**config.mk**
```make
export PLATFORM = sky130hd
export DESIGN_NAME = dmem_arbiter_flat
export DESIGN_NICKNAME = d
export VERILOG_FILES = /design/src/rtl/dmem_arb_pkg.sv /design/src/rtl/dmem_arbiter_if.sv /design/src/rtl/dmem_arb_rsp.sv /design/src/rtl/dmem_arbiter.sv /design/src/flat_wrapper.sv
export SDC_FILE = /design/constraint.sdc
export NUM_CORES = 1
export LEC_CHECK = 0
export ABC_CLOCK_PERIOD_IN_PS = 1600
export CAP_MARGIN = 0
export CORE_AREA = 3 3 89 91
export CTS_CLUSTER_SIZE = 20
export DETAILED_ROUTE_END_ITERATION = 10
export DIE_AREA = 0 0 92 94
export GPL_TIMING_DRIVEN = 0
export PLACE_DENSITY = 0.75
export SLEW_MARGIN = 40
export SYNTH_ARGS = -nofsm -noshare
export SYNTH_HDL_FRONTEND = slang
export SYNTH_SLANG_ARGS = --single-unit
```
**constraint.sdc**
```tcl
create_clock -name clk -period 1.6 [get_ports clk]
set_input_delay 0.24 -clock clk [delete_from_list [all_inputs] [get_ports clk]]
set_output_delay 0.24 -clock clk [all_outputs]
set_load 0.005 [all_outputs]
```
**src/rtl/dmem_arb_pkg.sv**
```systemverilog
// Shared types and default widths for the data-memory arbiter.
package dmem_arb_pkg;

    localparam int unsigned DMEM_ADDR_W = 9;
    localparam int unsigned DMEM_DATA_W = 32;

    // Owner of the most recent grant; also tags pending read responses.
    typedef enum logic {
        LAST_CORE = 1'b0,
        LAST_HOST = 1'b1
    } arb_owner_t;

endpackage

```
**src/rtl/dmem_arbiter_if.sv**
```systemverilog
// Bundle of core, host and memory-side signals around the data-memory arbiter.
interface dmem_arbiter_if #(
    parameter int unsigned ADDR_W = dmem_arb_pkg::DMEM_ADDR_W,
    parameter int unsigned DATA_W = dmem_arb_pkg::DMEM_DATA_W
);
    logic              c_req;
    logic              c_we;
    logic [ADDR_W-1:0] c_addr;
    logic [DATA_W-1:0] c_wdata;
    logic              c_gnt;
    logic              c_rvalid;
    logic [DATA_W-1:0] c_rdata;
    logic              core_stall;

    logic              h_req;
    logic              h_we;
    logic              h_lock;
    logic [ADDR_W-1:0] h_addr;
    logic [DATA_W-1:0] h_wdata;
    logic              h_gnt;
    logic              h_rvalid;
    logic [DATA_W-1:0] h_rdata;

    logic              mem_wr;
    logic              mem_rd;
    logic [ADDR_W-1:0] mem_addr;
    logic [DATA_W-1:0] mem_wr_data;
    logic [DATA_W-1:0] mem_rd_data;

    // Requesters and memory macro side.
    modport master (
        output c_req, c_we, c_addr, c_wdata,
        input  c_gnt, c_rvalid, c_rdata, core_stall,
        output h_req, h_we, h_lock, h_addr, h_wdata,
        input  h_gnt, h_rvalid, h_rdata,
        input  mem_wr, mem_rd, mem_addr, mem_wr_data,
        output mem_rd_data
    );

    // Arbiter side.
    modport slave (
        input  c_req, c_we, c_addr, c_wdata,
        output c_gnt, c_rvalid, c_rdata, core_stall,
        input  h_req, h_we, h_lock, h_addr, h_wdata,
        output h_gnt, h_rvalid, h_rdata,
        output mem_wr, mem_rd, mem_addr, mem_wr_data,
        input  mem_rd_data
    );

endinterface

```
**src/rtl/dmem_arb_rsp.sv**
```systemverilog
// Tracks the one-cycle read response and routes memory read data to its owner.
module dmem_arb_rsp
    import dmem_arb_pkg::*;
#(
    parameter int unsigned DATA_W = DMEM_DATA_W
) (
    input  logic              clk,
    input  logic              reset,
    input  logic              mem_rd_i,
    input  arb_owner_t        owner_i,
    input  logic [DATA_W-1:0] mem_rd_data_i,
    output logic              c_rvalid_o,
    output logic [DATA_W-1:0] c_rdata_o,
    output logic              h_rvalid_o,
    output logic [DATA_W-1:0] h_rdata_o
);

    logic       rsp_valid_q;
    arb_owner_t rsp_owner_q;

    always_ff @(posedge clk or negedge reset) begin
        if (!reset) begin
            rsp_valid_q <= 1'b0;
            rsp_owner_q <= LAST_CORE;
        end else begin
            rsp_valid_q <= mem_rd_i;
            rsp_owner_q <= owner_i;
        end
    end

    // Non-owner port sees zero data so stale memory output never leaks across ports.
    always_comb begin
        c_rvalid_o = rsp_valid_q && (rsp_owner_q == LAST_CORE);
        h_rvalid_o = rsp_valid_q && (rsp_owner_q == LAST_HOST);
        c_rdata_o  = c_rvalid_o ? mem_rd_data_i : '0;
        h_rdata_o  = h_rvalid_o ? mem_rd_data_i : '0;
    end

endmodule

```
**src/rtl/dmem_arbiter.sv**
```systemverilog
// Core/host arbiter for the single-port data memory with round-robin and bounded host lock.
// Optional core stall counter on output stall_cnt when DMEM_ARB_PERF_EN is defined.
module dmem_arbiter
    import dmem_arb_pkg::*;
#(
    parameter int unsigned DATA_W    = DMEM_DATA_W,
    parameter int unsigned ADDR_W    = DMEM_ADDR_W,
    parameter int unsigned MAX_BURST = 4
) (
    input  logic        clk,
    input  logic        reset,
    dmem_arbiter_if.slave bus
`ifdef DMEM_ARB_PERF_EN
    ,
    output logic [31:0] stall_cnt
`endif
);

    localparam int unsigned BURST_W = $clog2(MAX_BURST + 1);
    localparam logic [BURST_W-1:0] BURST_MAX = BURST_W'(MAX_BURST);

    arb_owner_t         last_q, last_d;
    logic [BURST_W-1:0] burst_q, burst_d;
    logic               c_gnt_c;
    logic               h_gnt_c;
    logic               lock_ok_c;
    logic [ADDR_W-1:0]  mem_addr_c;
    logic [DATA_W-1:0]  mem_wdata_c;

    always_ff @(posedge clk or negedge reset) begin
        if (!reset) begin
            last_q  <= LAST_HOST;
            burst_q <= '0;
        end else begin
            last_q  <= last_d;
            burst_q <= burst_d;
        end
    end

    // Grant selection plus next owner and host burst accounting.
    always_comb begin
        last_d    = last_q;
        burst_d   = burst_q;
        c_gnt_c   = 1'b0;
        h_gnt_c   = 1'b0;
        lock_ok_c = bus.h_lock && (burst_q < BURST_MAX);

        if (reset) begin
            if (bus.c_req && bus.h_req) begin
                if (lock_ok_c || (last_q == LAST_CORE)) begin
                    h_gnt_c = 1'b1;
                end else begin
                    c_gnt_c = 1'b1;
                end
            end else begin
                c_gnt_c = bus.c_req;
                h_gnt_c = bus.h_req;
            end
        end

        if (c_gnt_c) begin
            last_d = LAST_CORE;
        end else if (h_gnt_c) begin
            last_d = LAST_HOST;
        end

        // Burst only counts host grants that actually kept the core waiting.
        if (!bus.c_req || c_gnt_c) begin
            burst_d = '0;
        end else if (h_gnt_c && (burst_q < BURST_MAX)) begin
            burst_d = burst_q + BURST_W'(1);
        end
    end

    always_comb begin
        mem_addr_c  = '0;
        mem_wdata_c = '0;
        if (c_gnt_c) begin
            mem_addr_c  = bus.c_addr;
            mem_wdata_c = bus.c_wdata;
        end else if (h_gnt_c) begin
            mem_addr_c  = bus.h_addr;
            mem_wdata_c = bus.h_wdata;
        end
    end

    assign bus.c_gnt       = c_gnt_c;
    assign bus.h_gnt       = h_gnt_c;
    assign bus.core_stall  = bus.c_req && !c_gnt_c;
    assign bus.mem_wr      = (c_gnt_c && bus.c_we) || (h_gnt_c && bus.h_we);
    assign bus.mem_rd      = (c_gnt_c && !bus.c_we) || (h_gnt_c && !bus.h_we);
    assign bus.mem_addr    = mem_addr_c;
    assign bus.mem_wr_data = mem_wdata_c;

    dmem_arb_rsp #(
        .DATA_W (DATA_W)
    ) u_rsp (
        .clk           (clk),
        .reset         (reset),
        .mem_rd_i      (bus.mem_rd),
        .owner_i       (h_gnt_c ? LAST_HOST : LAST_CORE),
        .mem_rd_data_i (bus.mem_rd_data),
        .c_rvalid_o    (bus.c_rvalid),
        .c_rdata_o     (bus.c_rdata),
        .h_rvalid_o    (bus.h_rvalid),
        .h_rdata_o     (bus.h_rdata)
    );

`ifdef DMEM_ARB_PERF_EN
    logic [31:0] stall_cnt_q;

    always_ff @(posedge clk or negedge reset) begin
        if (!reset) begin
            stall_cnt_q <= '0;
        end else if (bus.core_stall) begin
            stall_cnt_q <= stall_cnt_q + 32'd1;
        end
    end

    assign stall_cnt = stall_cnt_q;
`endif

endmodule

```
**src/flat_wrapper.sv**
```systemverilog
// flat-port wrapper written by rule: the top's interface ports become plain ports
module dmem_arbiter_flat import dmem_arb_pkg::*;
#(
    parameter int unsigned DATA_W    = DMEM_DATA_W,
    parameter int unsigned ADDR_W    = DMEM_ADDR_W,
    parameter int unsigned MAX_BURST = 4
)
  (clk, reset, bus_c_req, bus_c_we, bus_c_addr, bus_c_wdata, bus_c_gnt, bus_c_rvalid, bus_c_rdata, bus_core_stall, bus_h_req, bus_h_we, bus_h_lock, bus_h_addr, bus_h_wdata, bus_h_gnt, bus_h_rvalid, bus_h_rdata, bus_mem_wr, bus_mem_rd, bus_mem_addr, bus_mem_wr_data, bus_mem_rd_data);
  dmem_arbiter_if #(.ADDR_W(ADDR_W), .DATA_W(DATA_W)) bus_i ();
  input  logic clk;
  input  logic reset;
  input wire logic [$bits(bus_i.c_req)-1:0] bus_c_req;
  input wire logic [$bits(bus_i.c_we)-1:0] bus_c_we;
  input wire logic [$bits(bus_i.c_addr)-1:0] bus_c_addr;
  input wire logic [$bits(bus_i.c_wdata)-1:0] bus_c_wdata;
  output wire logic [$bits(bus_i.c_gnt)-1:0] bus_c_gnt;
  output wire logic [$bits(bus_i.c_rvalid)-1:0] bus_c_rvalid;
  output wire logic [$bits(bus_i.c_rdata)-1:0] bus_c_rdata;
  output wire logic [$bits(bus_i.core_stall)-1:0] bus_core_stall;
  input wire logic [$bits(bus_i.h_req)-1:0] bus_h_req;
  input wire logic [$bits(bus_i.h_we)-1:0] bus_h_we;
  input wire logic [$bits(bus_i.h_lock)-1:0] bus_h_lock;
  input wire logic [$bits(bus_i.h_addr)-1:0] bus_h_addr;
  input wire logic [$bits(bus_i.h_wdata)-1:0] bus_h_wdata;
  output wire logic [$bits(bus_i.h_gnt)-1:0] bus_h_gnt;
  output wire logic [$bits(bus_i.h_rvalid)-1:0] bus_h_rvalid;
  output wire logic [$bits(bus_i.h_rdata)-1:0] bus_h_rdata;
  output wire logic [$bits(bus_i.mem_wr)-1:0] bus_mem_wr;
  output wire logic [$bits(bus_i.mem_rd)-1:0] bus_mem_rd;
  output wire logic [$bits(bus_i.mem_addr)-1:0] bus_mem_addr;
  output wire logic [$bits(bus_i.mem_wr_data)-1:0] bus_mem_wr_data;
  input wire logic [$bits(bus_i.mem_rd_data)-1:0] bus_mem_rd_data;
  assign bus_i.c_req = bus_c_req;
  assign bus_i.c_we = bus_c_we;
  assign bus_i.c_addr = bus_c_addr;
  assign bus_i.c_wdata = bus_c_wdata;
  assign bus_c_gnt = bus_i.c_gnt;
  assign bus_c_rvalid = bus_i.c_rvalid;
  assign bus_c_rdata = bus_i.c_rdata;
  assign bus_core_stall = bus_i.core_stall;
  assign bus_i.h_req = bus_h_req;
  assign bus_i.h_we = bus_h_we;
  assign bus_i.h_lock = bus_h_lock;
  assign bus_i.h_addr = bus_h_addr;
  assign bus_i.h_wdata = bus_h_wdata;
  assign bus_h_gnt = bus_i.h_gnt;
  assign bus_h_rvalid = bus_i.h_rvalid;
  assign bus_h_rdata = bus_i.h_rdata;
  assign bus_mem_wr = bus_i.mem_wr;
  assign bus_mem_rd = bus_i.mem_rd;
  assign bus_mem_addr = bus_i.mem_addr;
  assign bus_mem_wr_data = bus_i.mem_wr_data;
  assign bus_i.mem_rd_data = bus_mem_rd_data;
  dmem_arbiter #(.DATA_W(DATA_W), .ADDR_W(ADDR_W), .MAX_BURST(MAX_BURST)) u_core (.clk(clk), .reset(reset), .bus(bus_i));
endmodule
```
### After elaboration in Yosys (flattened, before gate mapping)

Cells that the tools add are included.
Widths: inputs -> output; s select.

| cells by class | value |
|---|---|
| reductions and logical operators | 20 |
| $lt $le $gt $ge | 1 |
| bitwise gates (word level) | 2 |
| muxes and demuxes | 17 |
| add/subtract/negate cells | 1 |

Operator list:

| cell | number |
|---|---|
| $mux 32 | 4 |
| $mux 9 | 2 |
| $logic_and 1x1->1 | 10 |
| $mux 1 | 9 |
| $mux 3 | 2 |
| $logic_not 1->1 | 4 |
| $logic_or 1x1->1 | 4 |
| $reduce_bool 2->1 | 2 |
| $add 3x1->3 const B | 1 |
| $lt 3x3->1 const B | 1 |
| $not 1->1 | 2 |

| word-level totals | value |
|---|---|
| bits in registers | 6 |
| output and inout port bits | 112 |
| word-level logic and storage cells | 45 |

### Longest topological paths before layout

Gate-level depths: netlist (run 1).

| depth | value |
|---|---|
| depth in word-level cells | 9 |
| gate-level depth with buffers | 6 |
| gate-level depth less buffers | 3 |

### By module

A second synthesis (run 1) with hierarchy kept.

| second synthesis, totals | value |
|---|---|
| cell total of the unflattened synthesis | 217 |
| area, all modules | 1741.7 µm² |

Modules (own cells, without submodules):

| module | instances | cells each | area an instance (µm²) |
|---|---|---|---|
| dmem_arbiter | 1 | 135 | 1099.8 |
| dmem_arb_rsp | 1 | 82 | 641.9 |

### Least setup slack after synthesis (run 1)

No wires, ideal clock.

| timing | value |
|---|---|
| path type | register -> output |
| from | reg u_core.last_q |
| to | out bus_mem_wr_data[16] |
| cell stages (with the launch flop) | 6 |
| required time | 1.360 ns |
| setup slack | 0.071 ns |
| arrival | 1.289 ns |
| path through | dfstp_2 inv_1 o21ai_1 buf_4 buf_4 a32o_1 |

| on the way | value |
|---|---|
| word-level cells in the longest chain between the ends | 7 |
| elaborated cells between the ends (all ways) | 10 |
| classes of those cells | mux: 8; bitwise: 1; reduce/logical: 1 |

Ends and longest elaborated chain:

| element | RTL line | source |
|---|---|---|
| start, declared | dmem_arbiter.sv:22 | `arb_owner_t last_q, last_d;` |
| start signal, assigned | dmem_arbiter.sv:35 | `last_q <= last_d;` |
| $not 1->1 * | dmem_arbiter.sv:50 | `if (lock_ok_c \|\| (last_q == LAST_CORE)) begin` |
| $logic_or 1x1->1 * | dmem_arbiter.sv:50 |  |
| $mux 1 | dmem_arbiter.sv:50 |  |
| $mux 1 | dmem_arbiter.sv:49 | `if (bus.c_req && bus.h_req) begin` |
| $mux 1 | dmem_arbiter.sv:48 | `if (reset) begin` |
| $mux 32 | dmem_arbiter.sv:81 | `end else if (h_gnt_c) begin` |
| $mux 32 * | dmem_arbiter.sv:78 | `if (c_gnt_c) begin` |
| end, declared | flat_wrapper.sv:31 | `output wire logic [$bits(bus_i.mem_wr_data)-1:0] bus_mem_wr_data;` |

Every way passes the cells marked *; elsewhere a longest branch is shown, timed or not.

### Worst setup path in the final report (run 1)

| timing | value |
|---|---|
| from | reg u_core.last_q |
| to | out bus_mem_wr_data[25] |

The elaborated chain is that of the path after synthesis.

==> results of run 1 <==
## per-stage QoR
stage	utilization	hold WS [ns]	area (sq um)
after floorplan	-	-0.0556	1600
after global placement	0.561	0.507	4050
after detailed placement	0.561	0.507	4050
after CTS	0.578	0.0685	4170
after global routing	0.615	0.0647	4440
final	0.615	0.0647	4440
## synthesized netlist by cell type (3+ instances only)
| library cell | count | share of area |
|---|---|---|
| sky130_fd_sc_hd__dlygate4sd1_1 | 3 | 0.016 |
| sky130_fd_sc_hd__and2_2 | 3 | 0.014 |
| sky130_fd_sc_hd__and3_1 | 33 | 0.13 |
| sky130_fd_sc_hd__a32o_1 | 43 | 0.27 |
| sky130_fd_sc_hd__and2_1 | 73 | 0.29 |
| sky130_fd_sc_hd__inv_1 | 4 | 0.0094 |
| sky130_fd_sc_hd__clkbuf_1 | 16 | 0.038 |
| sky130_fd_sc_hd__a221oi_2 | 3 | 0.028 |
| sky130_fd_sc_hd__buf_4 | 4 | 0.019 |
| sky130_fd_sc_hd__dfrtp_1 | 5 | 0.078 |
| sky130_fd_sc_hd__buf_2 | 6 | 0.019 |
## timing repair
item / CTS / global route
hold endpoints to repair: 5 / 0
hold buffers: 1 / 0
gates cloned: 1 / 3
gates resized for setup: 454 / 75
setup buffers: 28 / 8
setup endpoints to repair: 117 / 89
pin swaps: 9 / 18
## flip-flops by register name, summed over array words and instances (netlist names)
name and flops:
u_core.u_rsp.rsp_valid_q 1, u_core.last_q 1, u_core.u_rsp.rsp_owner_q 1, u_core.burst_q 3
## final timing paths
kind	from	to	slack [ns]	depth (start not counted)
max	u_core.last_q	bus_mem_wr_data[25]	-0.40	7
min	reset	u_core.last_q	0.06	1
max reg2reg	u_core.last_q	u_core.burst_q[2]	-0.19	10
min reg2reg	u_core.burst_q[1]	u_core.burst_q[1]	0.58	2
max in group asynchronous	reset	u_core.u_rsp.rsp_valid_q	0.85	2
min in group clk	u_core.burst_q[1]	u_core.burst_q[1]	0.58	2
## per-layer routing
layer | part of all wire | vias up | track usage | routed length (microns)
li1 | - | 1346 | - | -
met1 | 0.34 | 1241 | 0.199 | 3340
met2 | 0.56 | 156 | 0.429 | 5530
met3 | 0.086 | 12 | 0.0505 | 855
met4 | 0.021 | 0 | 0.0681 | 205
met5 | 0 | - | 0 | 0
## kinds of logic (layout without fill, tap and decap cells)
| family | count (synthesis) | after routing |
|---|---|---|
| AOI/OAI and AO/OA | 53 | 53 |
| adders and majority gates | 1 | 1 |
| buffers and inverters | 34 | 307 |
| DFF | 6 | 6 |
| and+or+nand+nor | 118 | 118 |
## cell type report
type,instances,area [sq um],area share
clock buffers,4,45.0,0.0102
repair buffers,270,2410,0.543
plain buffers,29,342,0.0770
flip-flops and latches,6,154,0.0347
well taps,99,124,0.0279
inverters,4,15.0,0.00338
multi-input cells,172,1350,0.304
## report_power, final
group / internal, W / total (W) / switching (W)
combinational: 0.000720 / 0.00110 / 0.000381
sequential: 0.000165 / 0.000174 / 0.00000909
clock: 0.000172 / 0.000250 / 0.0000777
total: 0.00106 / 0.00152 / 0.000468
## cells in the final DEF (no fill, tap or decap), types with 2 or more instances in the layout
cell,instances
sky130_fd_sc_hd__dlygate4sd2_1,10
sky130_fd_sc_hd__and3_1,31
sky130_fd_sc_hd__clkbuf_8,6
sky130_fd_sc_hd__clkdlybuf4s15_1,10
sky130_fd_sc_hd__clkbuf_1,4
sky130_fd_sc_hd__dfrtp_1,3
sky130_fd_sc_hd__clkbuf_16,6
sky130_fd_sc_hd__dlymetal6s2s_1,4
sky130_fd_sc_hd__buf_4,13
sky130_fd_sc_hd__buf_2,70
sky130_fd_sc_hd__inv_1,4
sky130_fd_sc_hd__a221oi_2,3
sky130_fd_sc_hd__and2_4,13
sky130_fd_sc_hd__a32o_1,40
sky130_fd_sc_hd__buf_6,43
sky130_fd_sc_hd__nor2b_4,2
sky130_fd_sc_hd__clkdlybuf4s50_1,116
sky130_fd_sc_hd__o21ai_0,2
sky130_fd_sc_hd__clkbuf_2,9
sky130_fd_sc_hd__nor2_1,2
sky130_fd_sc_hd__a32o_2,3
sky130_fd_sc_hd__and2_2,3
sky130_fd_sc_hd__buf_8,10
sky130_fd_sc_hd__dfrtp_2,2
sky130_fd_sc_hd__and3_4,2
sky130_fd_sc_hd__and2_1,60
==> impl_metrics.csv, run 1 <==
group,metric,value,unit
timing,finalSetupViolations,76,
status,status,"finished with violations",
floorplanning,die_width,92,microns
power_and_ir_drop,pwr_density_cell,344,nW/um^2
floorplanning,floorplan.die_area,8650,sq um
placement,preCtsSetupSlack,-1.21,ns
synth,synth-compound-area-share,0.323,
power_and_ir_drop,design_power_total,0.00152,W
timing,tns,-15.66,ns
worst_setup_path,slowest_delay,0.55,ns
grt,grt_use_total,0.208,
synth,synth-edff-count,0,
worst_setup_path,kind_of_cell_adding_the_most_delay_to_the_critical_path,"flip-flops",
cts,cts_sinks,6,
grt,antenna_violations_before_repair,0,
worst_setup_path,critical_path_peak_fanout,7,
grt,grt_pass1_vias,2904,
layout,final_net_count,608,
route,detail_route.wl_per_cell,17.0,microns
cts,clk_latency,0.23,ns
synth,yosys.cell_types.count,28,
synth,synthMuxAreaShare,0,
layout,num-fill-cells,669,
timing,worst_slew_pin_slew,0.473,ns
floorplanning,pin_count,233,
grt,gr-total-overflow,0,
timing,clock_skew,0.00233,ns
synth,synth_top_family_by_area,"simple AND/OR/NAND/NOR gates",
synth,post_synth_fa_ha_maj_area_fraction,0.00782,
synth,avgSynthCellArea,7.55,sq um
timing,final_hold_viol_count,0,
cts,clock_tree.buffer_depth,2,
timing,maxSlewViolCount,0,
placement,io_buffer_count,232,
worst_setup_path,cp_dominant_cell_by_count,"sky130_fd_sc_hd__buf_6",
synth,syn_inst,212,
floorplanning,area_of_the_core,7210,sq um
timing,pnr_worst_setup_slack,-0.405,ns
cts,cts_tree,"built",
layout,post_layout_nonfiller_instances,584,
status,failed_checks,"negative setup slack",
run,cap_violations,0,
placement,dpl.cell_count,543,
cts,cts_root_buffer,"sky130_fd_sc_hd__clkbuf_8",
route,first_pass_iters,4,
grt,grt_pass1_wl,14500,microns
route,dr_total_vias,2755,
floorplanning,core.rowCount,31,
placement,dpl.hpwl,7620,microns
synth,synth-seq-cells,6,
timing,maxClockFrequency,499,MHz
worst_setup_path,worstSetupStartpointType,"register",
timing,grt_setup_unrepaired,"yes",
power_and_ir_drop,leakage_power,2.26,nW
layout,insertedDiodeCount,0,
route,viasPerCell,4.72,
route,remaining_antenna_violation_count_after_routing,0,
synth,syn_nets,334,
timing,final.period_utilization,1.25,
synth,synth-xor-area-share,0,
worst_setup_path,worst_setup_path_end_kind,"primary output",
route,drc,0,
route,wire_length_after_detailed_routing,9920,microns
synth,synthFlopType,"sky130_fd_sc_hd__dfrtp_1",
floorplanning,initial_core_utilization,0.222,
timing,slew_headroom,0.685,
timing,final_critical_path_time_including_i_o_delays_and_setup,2.00,ns
worst_setup_path,crit_path_top_delay_cell,"sky130_fd_sc_hd__dfstp_2",
synth,seq_total_area_yosys,0.0946,
worst_setup_path,worstPathRequired,1.36,ns
worst_setup_path,critical_path_class,"register to primary output",
synth,synthArstFlopShare,1.00,
synth,synth-warning-count,0,
floorplanning,chipHeight,94,microns
layout,area_delta_synth_final,177,%
worst_setup_path,arrival,1.76,ns
route,detailedRoute.firstIterationViolations,70,
placement,routabilityCongestion,0.751,
layout,layout-drive-gt1-share,0.392,
cts,cts.clk_slew.worst_paths,0.04,ns
grt,maximum_number_of_pins_on_one_net_before_global_route_repair,11,
synth,syn_area,1600,sq um
worst_hold_path,hold_crit_path_type,"primary input to async pin",
worst_setup_path,worstPathCellList,"nand2_2 -> o21a_1 -> buf_6 -> buf_8 -> buf_6 -> a32o_2 -> buf_6",
power_and_ir_drop,worst_ir_drop_vdd,238,uV
cts,cts_buffers,3,
synth,synthSimpleGateAreaFrac,0.467,
worst_setup_path,cp_buf_inv_count,4,
cts,cts-htree-levels,1,
Note: power is estimated with default switching activity, not from simulation.
==> run 2: changes to the inputs <==
--- a/config.mk
+++ b/config.mk
@@ -7,12 +7,14 @@
 export LEC_CHECK = 0
 export ABC_CLOCK_PERIOD_IN_PS = 1600
 export CAP_MARGIN = 0
-export CORE_AREA = 3 3 89 91
+export CORE_AREA = 3 3 90 92
 export CTS_CLUSTER_SIZE = 20
 export DETAILED_ROUTE_END_ITERATION = 10
-export DIE_AREA = 0 0 92 94
+export DIE_AREA = 0 0 93 95
+export DONT_BUFFER_PORTS = 1
 export GPL_TIMING_DRIVEN = 0
-export PLACE_DENSITY = 0.75
+export PLACE_DENSITY = 0.33
+export REMOVE_ABC_BUFFERS = 1
 export SLEW_MARGIN = 40
 export SYNTH_ARGS = -nofsm -noshare
 export SYNTH_HDL_FRONTEND = slang
==> run 2 against run 1 <==
- the flow still finishes with violations (negative setup slack)
- count of clock-buffer cells in the layout unchanged
- first-iteration DRC count up 10%
- cell area fell by 56%
- non-clock buffer count shrank 287
- via count fell by 34%
- critical path depth shrank 4
- largest power group unchanged
- highest routed layer unchanged
==> impl_metrics.csv, run 2 (synthesis results as in run 1) <==
group,metric,value,unit
grt,antenna_violations_before_repair,0,
floorplanning,area_of_the_core,7290,sq um
timing,final_hold_viol_count,0,
placement,io_buffer_count,0,
cts,cts.clk_slew.worst_paths,0.04,ns
worst_setup_path,worstPathRequired,1.36,ns
timing,slew_headroom,0.729,
route,first_pass_iters,4,
cts,clock_tree.buffer_depth,2,
timing,pnr_worst_setup_slack,-0.144,ns
floorplanning,chipHeight,95,microns
floorplanning,core.rowCount,31,
route,remaining_antenna_violation_count_after_routing,0,
timing,hold-worst-slack,0.0905,ns
timing,final_critical_path_time_including_i_o_delays_and_setup,1.74,ns
layout,most-common-layout-cells,"73 x sky130_fd_sc_hd__and2_1, 33 x sky130_fd_sc_hd__and3_1, 23 x sky130_fd_sc_hd__a32o_2, 20 x sky130_fd_sc_hd__a32o_1",
cts,cts-htree-levels,1,
timing,clock_skew,0.00386,ns
placement,dpl.cell_count,283,
run,cap_violations,0,
route,wire_length_after_detailed_routing,7930,microns
layout,biggest_register,"u_core.burst_q",
cts,cts_buffers,3,
timing,final.period_utilization,1.09,
worst_setup_path,critical_path_class,"register to primary output",
worst_setup_path,arrival,1.50,ns
power_and_ir_drop,pwr_density_cell,450,nW/um^2
route,detailedRoute.firstIterationViolations,77,
layout,number_of_flip_flops_under_the_largest_register_name,3,
floorplanning,die_width,93,microns
status,failed_checks,"negative setup slack",
status,status,"finished with violations",
worst_hold_path,hold_crit_path_type,"primary input to register",
route,viasPerCell,5.89,
layout,mostFrequentLayoutCell,"sky130_fd_sc_hd__and2_1",
grt,gr-total-overflow,0,
floorplanning,initial_core_utilization,0.219,
timing,maxSlewViolCount,0,
layout,area_delta_synth_final,22.2,%
worst_setup_path,worst_setup_path_end_kind,"primary output",
cts,clk_latency,0.23,ns
power_and_ir_drop,leakage_power,0.913,nW
timing,grt_setup_unrepaired,"yes",
floorplanning,pin_count,233,
layout,fin_area,1960,sq um
placement,dpl.hpwl,5050,microns
layout,num-fill-cells,795,
floorplanning,floorplan.die_area,8840,sq um
route,detail_route.wl_per_cell,25.8,microns
timing,finalSetupViolations,44,
placement,routabilityCongestion,0.639,
route,dr_total_vias,1808,
grt,grt_pass1_wl,9950,microns
grt,grt_pass1_vias,1592,
cts,cts_sinks,6,
placement,placed_cell_area,1630,sq um
timing,maxClockFrequency,574,MHz
grt,maximum_number_of_pins_on_one_net_before_global_route_repair,53,
route,drc,0,
cts,cts_tree,"built",
worst_setup_path,worstSetupStartpointType,"register",
worst_setup_path,critical_path_peak_fanout,8,
cts,cts_root_buffer,"sky130_fd_sc_hd__clkbuf_8",
power_and_ir_drop,worst_ir_drop_vdd,188,uV
timing,worst_slew_pin_slew,0.407,ns
layout,final_net_count,330,
layout,post_layout_nonfiller_instances,307,
grt,grt_use_total,0.147,
layout,layout-drive-gt1-share,0.304,
run 2: changes by cell type in the layout (fill, tap and decap cells not counted), moves of 9 or more:
cell and change:
sky130_fd_sc_hd__and2_1 +13, sky130_fd_sc_hd__buf_6 -40, sky130_fd_sc_hd__clkdlybuf4s50_1 -116, sky130_fd_sc_hd__and2_4 -13
sky130_fd_sc_hd__a32o_1 -20, sky130_fd_sc_hd__buf_8 -9, sky130_fd_sc_hd__clkbuf_2 -9, sky130_fd_sc_hd__clkdlybuf4s15_1 -10
sky130_fd_sc_hd__dlygate4sd2_1 -10, sky130_fd_sc_hd__buf_2 -70, sky130_fd_sc_hd__a32o_2 +20
run 2: worst paths after layout:
| kind | from | end | slack, ns | cells after the start |
|---|---|---|---|---|
| hold reg to reg | u_core.last_q | u_core.last_q | 0.54 | 2 |
| hold / removal | reset | u_core.last_q | 0.09 | 1 |
| setup reg to reg | u_core.last_q | u_core.u_rsp.rsp_valid_q | 0.24 | 3 |
| setup / recovery | u_core.last_q | bus_mem_wr_data[31] | -0.14 | 3 |
| min in group asynchronous | reset | u_core.burst_q[2] | 0.35 | 1 |
| max in group asynchronous | reset | u_core.last_q | 0.95 | 1 |
run 2: repair_timing:
action                                  CTS  global route
hold endpoints to repair                  6             0
pin swaps                                 9            17
buffers inserted                          6             2
endpoints found under the setup margin  112            75
resized for setup                        34             6
hold buffers                              1             0
cloned                                    7             3
run 2: worst max-delay path, cell delays in order (launching register included):
cell	delay [ns]
sky130_fd_sc_hd__dfstp_2	0.56
sky130_fd_sc_hd__nand2_2	0.15
sky130_fd_sc_hd__o21a_4	0.30
sky130_fd_sc_hd__a32o_2	0.27
run 2: layout make-up:
cell class	instances	area, sq um	share of cell area
well taps	99	124	0.0633
flip-flops and latches	6	159	0.0813
clock buffers	4	45.0	0.0230
inverters	4	15.0	0.00768
diodes	1	2.50	0.00128
multi-input cells	181	1460	0.747
repair buffers	12	149	0.0761
run 2: where the power goes:
part           leakage, nW  internal, W  switching, W
combinational        0.815     0.000212      0.000226
clock               0.0228     0.000172     0.0000753
sequential          0.0752     0.000166     0.0000276
total                0.913     0.000551      0.000329
run 2: routing by layer:
layer  vias to the layer above  global-route usage  routed length (microns)
li1                        799                   -                        -
met1                       861               0.165                     2800
met2                       146               0.283                     4300
met3                         2              0.0390                      805
met4                         0              0.0183                       17
met5                         -                   0                        0
run 2: metrics by stage:
step	utilization	worst slack (ns)	power [W]	TNS, ns
floorplan	-	-1.30	0.000421	-73.81
global placement	0.215	-2.37	0.000492	-145.77
detailed placement	0.224	-0.550	0.000517	-25.51
CTS	0.257	-0.145	0.000855	-5.12
global route	0.268	-0.179	0.000937	-6.94
finish	0.268	-0.144	0.000879	-4.88
==> run 3: changes to the inputs <==
--- a/config.mk
+++ b/config.mk
@@ -12,6 +12,7 @@
 export DETAILED_ROUTE_END_ITERATION = 10
 export DIE_AREA = 0 0 93 95
 export DONT_BUFFER_PORTS = 1
+export GPL_ROUTABILITY_DRIVEN = 1
 export GPL_TIMING_DRIVEN = 0
 export PLACE_DENSITY = 0.33
 export REMOVE_ABC_BUFFERS = 1
==> results of run 3 <==
Final layout, timing and power as in run 2 (identical DEF).
